File: config.mk
export PLATFORM = sky130hd
export DESIGN_NAME = imm_gen_pipe
export DESIGN_NICKNAME = d
export VERILOG_FILES = /design/src/rtl/imm_gen_pipe.sv
export SDC_FILE = /design/constraint.sdc
export NUM_CORES = 1
export LEC_CHECK = 0
export BUFFER_PORTS_ARGS = -buffer_cell sky130_fd_sc_hd__buf_2
export CORE_MARGIN = 4
export CORE_UTILIZATION = 60
export CTS_CLUSTER_DIAMETER = 150
export DETAILED_ROUTE_END_ITERATION = 7
export PLACE_DENSITY = 0.84
export SLEW_MARGIN = 25
export SYNTH_ARGS = -nofsm -noshare
export SYNTH_HDL_FRONTEND = slang
export SYNTH_SLANG_ARGS = --single-unit
File: constraint.sdc
create_clock -name clk -period 11.6 [get_ports clk]
set_input_delay 0.58 -clock clk [delete_from_list [all_inputs] [get_ports clk]]
set_output_delay 0.58 -clock clk [all_outputs]
set_load 0.005 [all_outputs]
File: src/rtl/imm_gen_pipe.sv
// Registered RV32I/RV64I immediate generator with valid/ready handshakes,
// a 2-entry skid buffer and a saturating illegal-opcode counter.
module imm_gen_pipe #(
  parameter int XLEN  = 32,
  parameter int CNT_W = 16
) (
  input  logic             clk,
  input  logic             rst,
  input  logic             in_valid,
  output logic             in_ready,
  input  logic [31:0]      in_instr,
  output logic             out_valid,
  input  logic             out_ready,
  output logic [XLEN-1:0]  out_imm,
  output logic [2:0]       out_fmt,
  output logic             out_illegal,
  output logic [31:0]      out_instr,
  input  logic             cnt_clr,
  output logic [CNT_W-1:0] illegal_cnt
);

  localparam logic [6:0] OP_LOAD   = 7'b0000011;
  localparam logic [6:0] OP_IMM    = 7'b0010011;
  localparam logic [6:0] OP_JALR   = 7'b1100111;
  localparam logic [6:0] OP_IMM32  = 7'b0011011;
  localparam logic [6:0] OP_STORE  = 7'b0100011;
  localparam logic [6:0] OP_BRANCH = 7'b1100011;
  localparam logic [6:0] OP_LUI    = 7'b0110111;
  localparam logic [6:0] OP_AUIPC  = 7'b0010111;
  localparam logic [6:0] OP_JAL    = 7'b1101111;
  localparam logic [6:0] OP_OP     = 7'b0110011;
  localparam logic [6:0] OP_OP32   = 7'b0111011;

  localparam logic [2:0] FMT_R   = 3'd0;
  localparam logic [2:0] FMT_I   = 3'd1;
  localparam logic [2:0] FMT_S   = 3'd2;
  localparam logic [2:0] FMT_B   = 3'd3;
  localparam logic [2:0] FMT_U   = 3'd4;
  localparam logic [2:0] FMT_J   = 3'd5;
  localparam logic [2:0] FMT_ILL = 3'd7;

  localparam bit RV64 = (XLEN == 64);

  logic [6:0]      opcode;
  logic [2:0]      funct3;
  logic            is_shift;
  logic [XLEN-1:0] dec_imm;
  logic [2:0]      dec_fmt;
  logic            dec_ill;

  logic             accept, xfer, load_out;
  logic             out_valid_q, out_valid_d;
  logic [XLEN-1:0]  out_imm_q, out_imm_d;
  logic [2:0]       out_fmt_q, out_fmt_d;
  logic             out_ill_q, out_ill_d;
  logic [31:0]      out_instr_q, out_instr_d;
  logic             skid_valid_q, skid_valid_d;
  logic [XLEN-1:0]  skid_imm_q, skid_imm_d;
  logic [2:0]       skid_fmt_q, skid_fmt_d;
  logic             skid_ill_q, skid_ill_d;
  logic [31:0]      skid_instr_q, skid_instr_d;
  logic             in_ready_q, in_ready_d;
  logic [CNT_W-1:0] cnt_q, cnt_d;

  always_comb begin
    opcode   = in_instr[6:0];
    funct3   = in_instr[14:12];
    is_shift = (funct3 == 3'b001) || (funct3 == 3'b101);
    dec_imm  = '0;
    dec_fmt  = FMT_ILL;
    dec_ill  = 1'b1;
    if (in_instr[1:0] == 2'b11) begin
      if (opcode == OP_LOAD || opcode == OP_IMM || opcode == OP_JALR ||
          (RV64 && opcode == OP_IMM32)) begin
        dec_fmt = FMT_I;
        dec_ill = 1'b0;
        dec_imm = XLEN'($signed(in_instr[31:20]));
        // Shift immediates carry only the shamt; word shifts are always 5 bits.
        if ((opcode == OP_IMM || opcode == OP_IMM32) && is_shift)
          dec_imm = (RV64 && opcode == OP_IMM) ? XLEN'(in_instr[25:20])
                                                : XLEN'(in_instr[24:20]);
      end else if (opcode == OP_STORE) begin
        dec_fmt = FMT_S;
        dec_ill = 1'b0;
        dec_imm = XLEN'($signed({in_instr[31:25], in_instr[11:7]}));
      end else if (opcode == OP_BRANCH) begin
        dec_fmt = FMT_B;
        dec_ill = 1'b0;
        dec_imm = XLEN'($signed({in_instr[31], in_instr[7], in_instr[30:25],
                                 in_instr[11:8], 1'b0}));
      end else if (opcode == OP_LUI || opcode == OP_AUIPC) begin
        dec_fmt = FMT_U;
        dec_ill = 1'b0;
        dec_imm = XLEN'($signed({in_instr[31:12], 12'b0}));
      end else if (opcode == OP_JAL) begin
        dec_fmt = FMT_J;
        dec_ill = 1'b0;
        dec_imm = XLEN'($signed({in_instr[31], in_instr[19:12], in_instr[20],
                                 in_instr[30:21], 1'b0}));
      end else if (opcode == OP_OP || (RV64 && opcode == OP_OP32)) begin
        dec_fmt = FMT_R;
        dec_ill = 1'b0;
      end
    end
  end

  assign accept   = in_valid && in_ready;
  assign xfer     = out_valid_q && out_ready;
  assign load_out = !out_valid_q || (xfer && !skid_valid_q);

  always_comb begin
    out_valid_d  = out_valid_q;
    out_imm_d    = out_imm_q;
    out_fmt_d    = out_fmt_q;
    out_ill_d    = out_ill_q;
    out_instr_d  = out_instr_q;
    skid_valid_d = skid_valid_q;
    skid_imm_d   = skid_imm_q;
    skid_fmt_d   = skid_fmt_q;
    skid_ill_d   = skid_ill_q;
    skid_instr_d = skid_instr_q;
    if (xfer) begin
      if (skid_valid_q) begin
        out_imm_d    = skid_imm_q;
        out_fmt_d    = skid_fmt_q;
        out_ill_d    = skid_ill_q;
        out_instr_d  = skid_instr_q;
        skid_valid_d = 1'b0;
      end else begin
        out_valid_d = 1'b0;
      end
    end
    // in_ready guarantees the skid is empty whenever an accept happens.
    if (accept) begin
      if (load_out) begin
        out_valid_d = 1'b1;
        out_imm_d   = dec_imm;
        out_fmt_d   = dec_fmt;
        out_ill_d   = dec_ill;
        out_instr_d = in_instr;
      end else begin
        skid_valid_d = 1'b1;
        skid_imm_d   = dec_imm;
        skid_fmt_d   = dec_fmt;
        skid_ill_d   = dec_ill;
        skid_instr_d = in_instr;
      end
    end
    in_ready_d = !skid_valid_d;
    cnt_d      = cnt_q;
    if (cnt_clr)
      cnt_d = '0;
    else if (accept && dec_ill && cnt_q != '1)
      cnt_d = cnt_q + CNT_W'(1);
  end

  always_ff @(posedge clk or posedge rst) begin
    if (rst) begin
      out_valid_q  <= 1'b0;
      out_imm_q    <= '0;
      out_fmt_q    <= '0;
      out_ill_q    <= 1'b0;
      out_instr_q  <= '0;
      skid_valid_q <= 1'b0;
      skid_imm_q   <= '0;
      skid_fmt_q   <= '0;
      skid_ill_q   <= 1'b0;
      skid_instr_q <= '0;
      in_ready_q   <= 1'b1;
      cnt_q        <= '0;
    end else begin
      out_valid_q  <= out_valid_d;
      out_imm_q    <= out_imm_d;
      out_fmt_q    <= out_fmt_d;
      out_ill_q    <= out_ill_d;
      out_instr_q  <= out_instr_d;
      skid_valid_q <= skid_valid_d;
      skid_imm_q   <= skid_imm_d;
      skid_fmt_q   <= skid_fmt_d;
      skid_ill_q   <= skid_ill_d;
      skid_instr_q <= skid_instr_d;
      in_ready_q   <= in_ready_d;
      cnt_q        <= cnt_d;
    end
  end

  // The flop resets high so in_ready is up as soon as rst releases.
  assign in_ready    = in_ready_q && !rst;
  assign out_valid   = out_valid_q;
  assign out_imm     = out_imm_q;
  assign out_fmt     = out_fmt_q;
  assign out_illegal = out_ill_q;
  assign out_instr   = out_instr_q;
  assign illegal_cnt = cnt_q;

endmodule
## Word level (Yosys, flattened, before mapping)

Index checks and enable logic that the tools add are counted.

| storage, ports and cells | value |
|---|---|
| register bits after elaboration | 155 |
| bits in latches | 0 |
| memory bits (writable) | 0 |
| memory bits (read-only) | 0 |
| bits of input ports | 37 |
| output and inout port bits | 86 |
| logic and storage cells | 93 |
| memories kept | 0 |

| cells by class | value |
|---|---|
| $add $sub $neg | 1 |
| multiply operators | 0 |
| div/mod/pow operators | 0 |
| magnitude comparators | 0 |
| equal/unequal tests | 14 |
| shifts and indexed selects | 0 |
| mux-type cells | 46 |
| bitwise gates (word level) | 1 |
| reduce and logical (&&, ||, !) cells | 19 |

Operators with widths:

| kind | count |
|---|---|
| two-way mux 32 bit | 15 |
| two-way mux 3 bit | 11 |
| two-way mux 16 bit | 2 |
| equality test 7 x 5 -> 1 bit, second input constant | 3 |
| equality test 7 x 6 -> 1 bit, second input constant | 3 |
| equality test 7 bit, second input constant | 3 |
| two-way mux 1 bit | 18 |
| adder 16 x 1 -> 16 bit, second input constant | 1 |
| != test 16 bit, second input constant | 1 |
| equality test 7 x 2 -> 1 bit, second input constant | 1 |
| logical AND 1 bit | 7 |
| logical OR 1 bit | 6 |
| zero test 1 bit | 4 |
| equality test 3 x 1 -> 1 bit, second input constant | 1 |
| equality test 3 bit, second input constant | 1 |
| equality test 2 bit, second input constant | 1 |
| AND reduction 2 bit | 1 |
| nonzero test 2 bit | 1 |
| NOT 1 bit | 1 |

## Logic depth before layout (Yosys ltp)

| logic depth | value |
|---|---|
| depth after elaboration | 12 |
| mapped depth | 8 |
| mapped depth without buffers | 6 |

## Worst setup path after synthesis

No wires, ideal clock.

| timing path | value |
|---|---|
| kind | input -> register |
| from | in in_instr[5] |
| to | reg cnt_q[10], in the netlist illegal_cnt[10] |
| library setup time | 0.127 ns |
| data arrival time | 1.992 ns |
| required time | 11.473 ns |
| slack | 9.480 ns |
| stages | 6 |
| path buffers | 1 |
| cell sequence | buf_2 -> nand2b_1 -> a2111oi_4 -> a211oi_2 -> nand4_1 -> mux2_1 |

| on the way | value |
|---|---|
| word-level cells in the longest chain between the ends | 11 |
| elaborated cells between the ends (all ways) | 22 |

Ends and longest elaborated chain:

| what | RTL line | source |
|---|---|---|
| from (decl) | 11 | `input logic [31:0] in_instr,` |
| equality test 7 x 6 -> 1 bit | 100 | `end else if (opcode == OP_OP \|\| (RV64 && opcode == OP_OP32)) begin` |
| two-way mux 1 bit | 100 |  |
| two-way mux 1 bit | 95 | `end else if (opcode == OP_JAL) begin` |
| two-way mux 1 bit | 91 | `end else if (opcode == OP_LUI \|\| opcode == OP_AUIPC) begin` |
| two-way mux 1 bit | 86 | `end else if (opcode == OP_BRANCH) begin` |
| two-way mux 1 bit | 82 | `end else if (opcode == OP_STORE) begin` |
| two-way mux 1 bit * | 73 | `if (opcode == OP_LOAD \|\| opcode == OP_IMM \|\| opcode == OP_JALR \|\|` |
| two-way mux 1 bit * | 72 | `if (in_instr[1:0] == 2'b11) begin` |
| logical AND 1 bit * (2 in series) | 153 | `else if (accept && dec_ill && cnt_q != '1)` |
| nonzero test 2 bit (no line) * | n/a |  |
| to (signal assigned) | 183 | `cnt_q <= cnt_d;` |
| to (decl) | 63 | `logic [CNT_W-1:0] cnt_q, cnt_d;` |

Mark *: on every way between the ends. The rest lies on a longest branch, timed or not.
A chain may end at the register's enable or synchronous reset.

## Worst setup path after layout

| timing path | value |
|---|---|
| from | reg skid_valid_q |
| to | reg out_imm_q[16], in the netlist out_imm[16] |

| on the way | value |
|---|---|
| word-level cells in the longest chain between the ends | 5 |
| elaborated cells between the ends (all ways) | 7 |

Ends and longest elaborated chain:

| what | RTL line | source |
|---|---|---|
| from (decl) | 57 | `logic skid_valid_q, skid_valid_d;` |
| from (signal assigned) | 177 | `skid_valid_q <= skid_valid_d;` |
| zero test 1 bit | 109 | `assign load_out = !out_valid_q \|\| (xfer && !skid_valid_q);` |
| logical AND 1 bit | 109 |  |
| logical OR 1 bit | 109 |  |
| two-way mux 32 bit | 135 | `if (load_out) begin` |
| two-way mux 32 bit * | 134 | `if (accept) begin` |
| via out_imm_d[16] | 53 | `logic [XLEN-1:0] out_imm_q, out_imm_d;` |
| to (signal assigned) | 173 | `out_imm_q <= out_imm_d;` |
| to (decl) | 53 |  |

Mark *: on every way through the listed nets, which the timed path passes. The rest lies on a longest branch.

==> qor.csv <==
metric;value;unit
status;complete, no violations;
Rows;39;
HPWL after DPL;11.3;mm
minimum clock period after layout;3.02;ns
number of remaining DRC errors;0;
maximum clock insertion buffer count;2;
count of pins over their slew limit;0;
Post-synth top flop;dfrtp_1;
Cell Area, Placed;0.00789;mm^2
max-cap viol count;0;
crit path DAT;3.33;ns
share of cells above drive strength 1;28.1;%
WP buf/inv;1;
Fin Setup TNS;0;ns
die area;0.0139;mm^2
Die Span X;118;um
drt pass-1 iters;7;
Die Y-Extent;118;um
fmax;331;MHz
first-pass GRT wire length;28.9;mm
post-CTS resize count;0;
clk sinks;155;
clock transition at the registers of the reported paths;0.06;ns
Synth Register Bits;155;
CTS tree;done;
unrepaired setup endpoints after global routing;false;
Lkg Pwr;4.33;nW
Worst path max stage delay;0.83;ns
critical path peak fanout;104;
vias in the first global route;5701;
Setup Buffers After CTS;0;
commonest non-fill, non-tap cell in the layout;dfrtp_1;
Worst Path Class, Setup;reg -> reg;
Placed Cells;880;
post-route ant nets;0;
crit path launch type;flip-flop;
total clock buffers created by CTS;17;
cell count after synthesis;657;
Area Overhead vs Synth;16.9;%
Post-synth EDFFs;0;
core area;0.0116;mm^2
routed vias;5528;
nets;794;
Ports;123;
Pwr Density;201;mW/mm^2
Critical Path RT;11.92;ns
slew at the pin closest to its max-slew limit;0.983;ns
Worst-Skew Late Latency;0.42;ns
port bufs;122;
antenna diode count;0;
pin count of the biggest net entering global routing;105;
Worst R2R Setup Slack;8.58;ns
fin cells;912;
Min Hold Slack;0.313;ns
wire per inst;18.8;um
Synth Cell Area;0.00724;mm^2
final hold violations;0;
clk root buf;clkbuf_16;
FFs w/ async S/R, synth;100;%
grt total ovfl;0;
H-tree Lvls;4;
Setup-failing EPs final;0;
register area share after synthesis;53.6;%
syn nets;695;
slew margin rel.;34.5;%
starting density of the core;62.3;%
GRT Util Overall;25.5;%
Total Power;0.00170;W
initial antenna violation count;0;
crit path capture type;flip-flop;
crit share post-route;26.0;%
Top delay family on crit path;simple AND/OR/NAND/NOR gates;
CP cell instances;nand2b_1 > a21oi_4 > buf_4 > nand3_1 > o22ai_1;
post-route cell area;0.00846;mm^2
Max Clock Skew;0.00663;ns
hold crit path type;in -> async;
slowest cell on the critical path;nand3_1;
Via density;6.06;
WL final;17.2;mm
commonest non-fill, non-tap cells in the layout;dfrtp_1, buf_2, nand2_1;
routability cong.;0.883;
# hold bufs at CTS;0;
Iter 0 DRT Violations;580;
YS warnings;0;
mean post-synth cell area;11.0;um^2
maximum vdd drop;0.149;mV
Netlist cell types;59;
==> through the flow <==
| step | setup slack, ns | utilization, % |
|---|---|---|
| finish | 8.58 | 72.9 |
| CTS | 8.62 | 72.8 |
| detailed placement | 8.45 | 67.9 |
| floorplan | 6.84 | - |
| global placement | 8.62 | 67.9 |
| global route | 8.33 | 72.9 |
==> synth_stat cells, types with 2 or more instances <==
| library cell | number | area (um^2) |
|---|---|---|
| or2_1 | 3 | 18.8 |
| a21o_1 | 5 | 37.5 |
| dfrtp_1 | 154 | 3850 |
| o21ai_1 | 11 | 55.1 |
| or4_1 | 2 | 15.0 |
| o21ai_0 | 50 | 250 |
| o22ai_1 | 20 | 125 |
| nor2_1 | 39 | 146 |
| nor2b_1 | 6 | 37.5 |
| nand2_1 | 74 | 278 |
| a211oi_1 | 7 | 52.6 |
| and3b_1 | 2 | 17.5 |
| and2_1 | 4 | 25.0 |
| a21oi_1 | 23 | 115 |
| nor3_1 | 9 | 45.0 |
| nand4_1 | 3 | 18.8 |
| buf_2 | 18 | 90.1 |
| a32o_1 | 12 | 120 |
| mux2i_1 | 64 | 641 |
| nor4_2 | 3 | 37.5 |
| a221oi_1 | 2 | 17.5 |
| nand2b_1 | 2 | 12.5 |
| mux2_1 | 4 | 45.0 |
| inv_1 | 5 | 18.8 |
| clkbuf_1 | 24 | 90.1 |
| mux2_2 | 47 | 529 |
| o21a_1 | 11 | 82.6 |
| nand3b_1 | 2 | 15.0 |
| xnor2_1 | 3 | 26.3 |
| buf_4 | 2 | 15.0 |
| o31ai_1 | 2 | 15.0 |
| and3_1 | 5 | 31.3 |
| nand3_1 | 12 | 60.1 |
| a21boi_1 | 2 | 15.0 |
==> worst paths after layout <==
check | from | endpoint | cells after the start
min reg2reg | skid_imm_q[19]$_DFFE_PP0P_ | skid_imm_q[19]$_DFFE_PP0P_ | 2
min | rst | illegal_cnt[14]$_DFFE_PP0P_ | 2
min in group clk | in_instr[17] | out_instr[17]$_DFF_PP0_ | 3
max | skid_valid_q$_DFF_PP0_ | out_imm[16]$_DFF_PP0_ | 5
max reg2reg | skid_valid_q$_DFF_PP0_ | out_imm[16]$_DFF_PP0_ | 5
max in group asynchronous | rst | skid_instr_q[27]$_DFFE_PP0P_ | 3
==> cells by family (layout without fill, tap and decap cells) <==
family | after synthesis | count (layout) | synth area share (%)
buf+inv | 50 | 162 | 3.03
compound gates | 155 | 155 | 13.8
flops | 155 | 155 | 53.6
xor+xnor | 3 | 3 | 0.363
mux | 115 | 115 | 16.8
simple gates | 178 | 178 | 12.2
fa+ha+maj | 1 | 1 | 0.173
==> layer usage <==
layer  wire [um]  GRT usage (%)
met1        7250           34.2
met4         370           10.9
met2        8390           40.1
met3        1160           6.15
met5           0              0
==> layout make-up <==
| class | instances | area [um^2] |
|---|---|---|
| Sequential cell | 155 | 3880 |
| Multi-Input combinational cell | 452 | 3170 |
| Fill cell | 812 | 3150 |
| Timing Repair Buffer | 125 | 637 |
| Clock buffer | 26 | 509 |
| Tap cell | 143 | 179 |
| Clock inverter | 6 | 60.1 |
| Inverter | 5 | 23.8 |
==> where the power goes <==
| group | leakage (nW) | switching (W) | internal (W) |
|---|---|---|---|
| sequential | 2.03 | 0.0000859 | 0.000687 |
| combinational | 2.02 | 0.000203 | 0.000197 |
| clock | 0.276 | 0.000207 | 0.000323 |
==> registers in the layout, summed over array words and instances (netlist names) <==
name / count
out_illegal: 1
out_valid: 1
skid_valid_q: 1
skid_imm_q: 32
skid_instr_q: 32
out_fmt: 3
skid_ill_q: 1
out_imm: 32
skid_fmt_q: 3
illegal_cnt: 16
out_instr: 32
in_ready_q: 1
No activity file was read; power rests on OpenSTA's default activity.
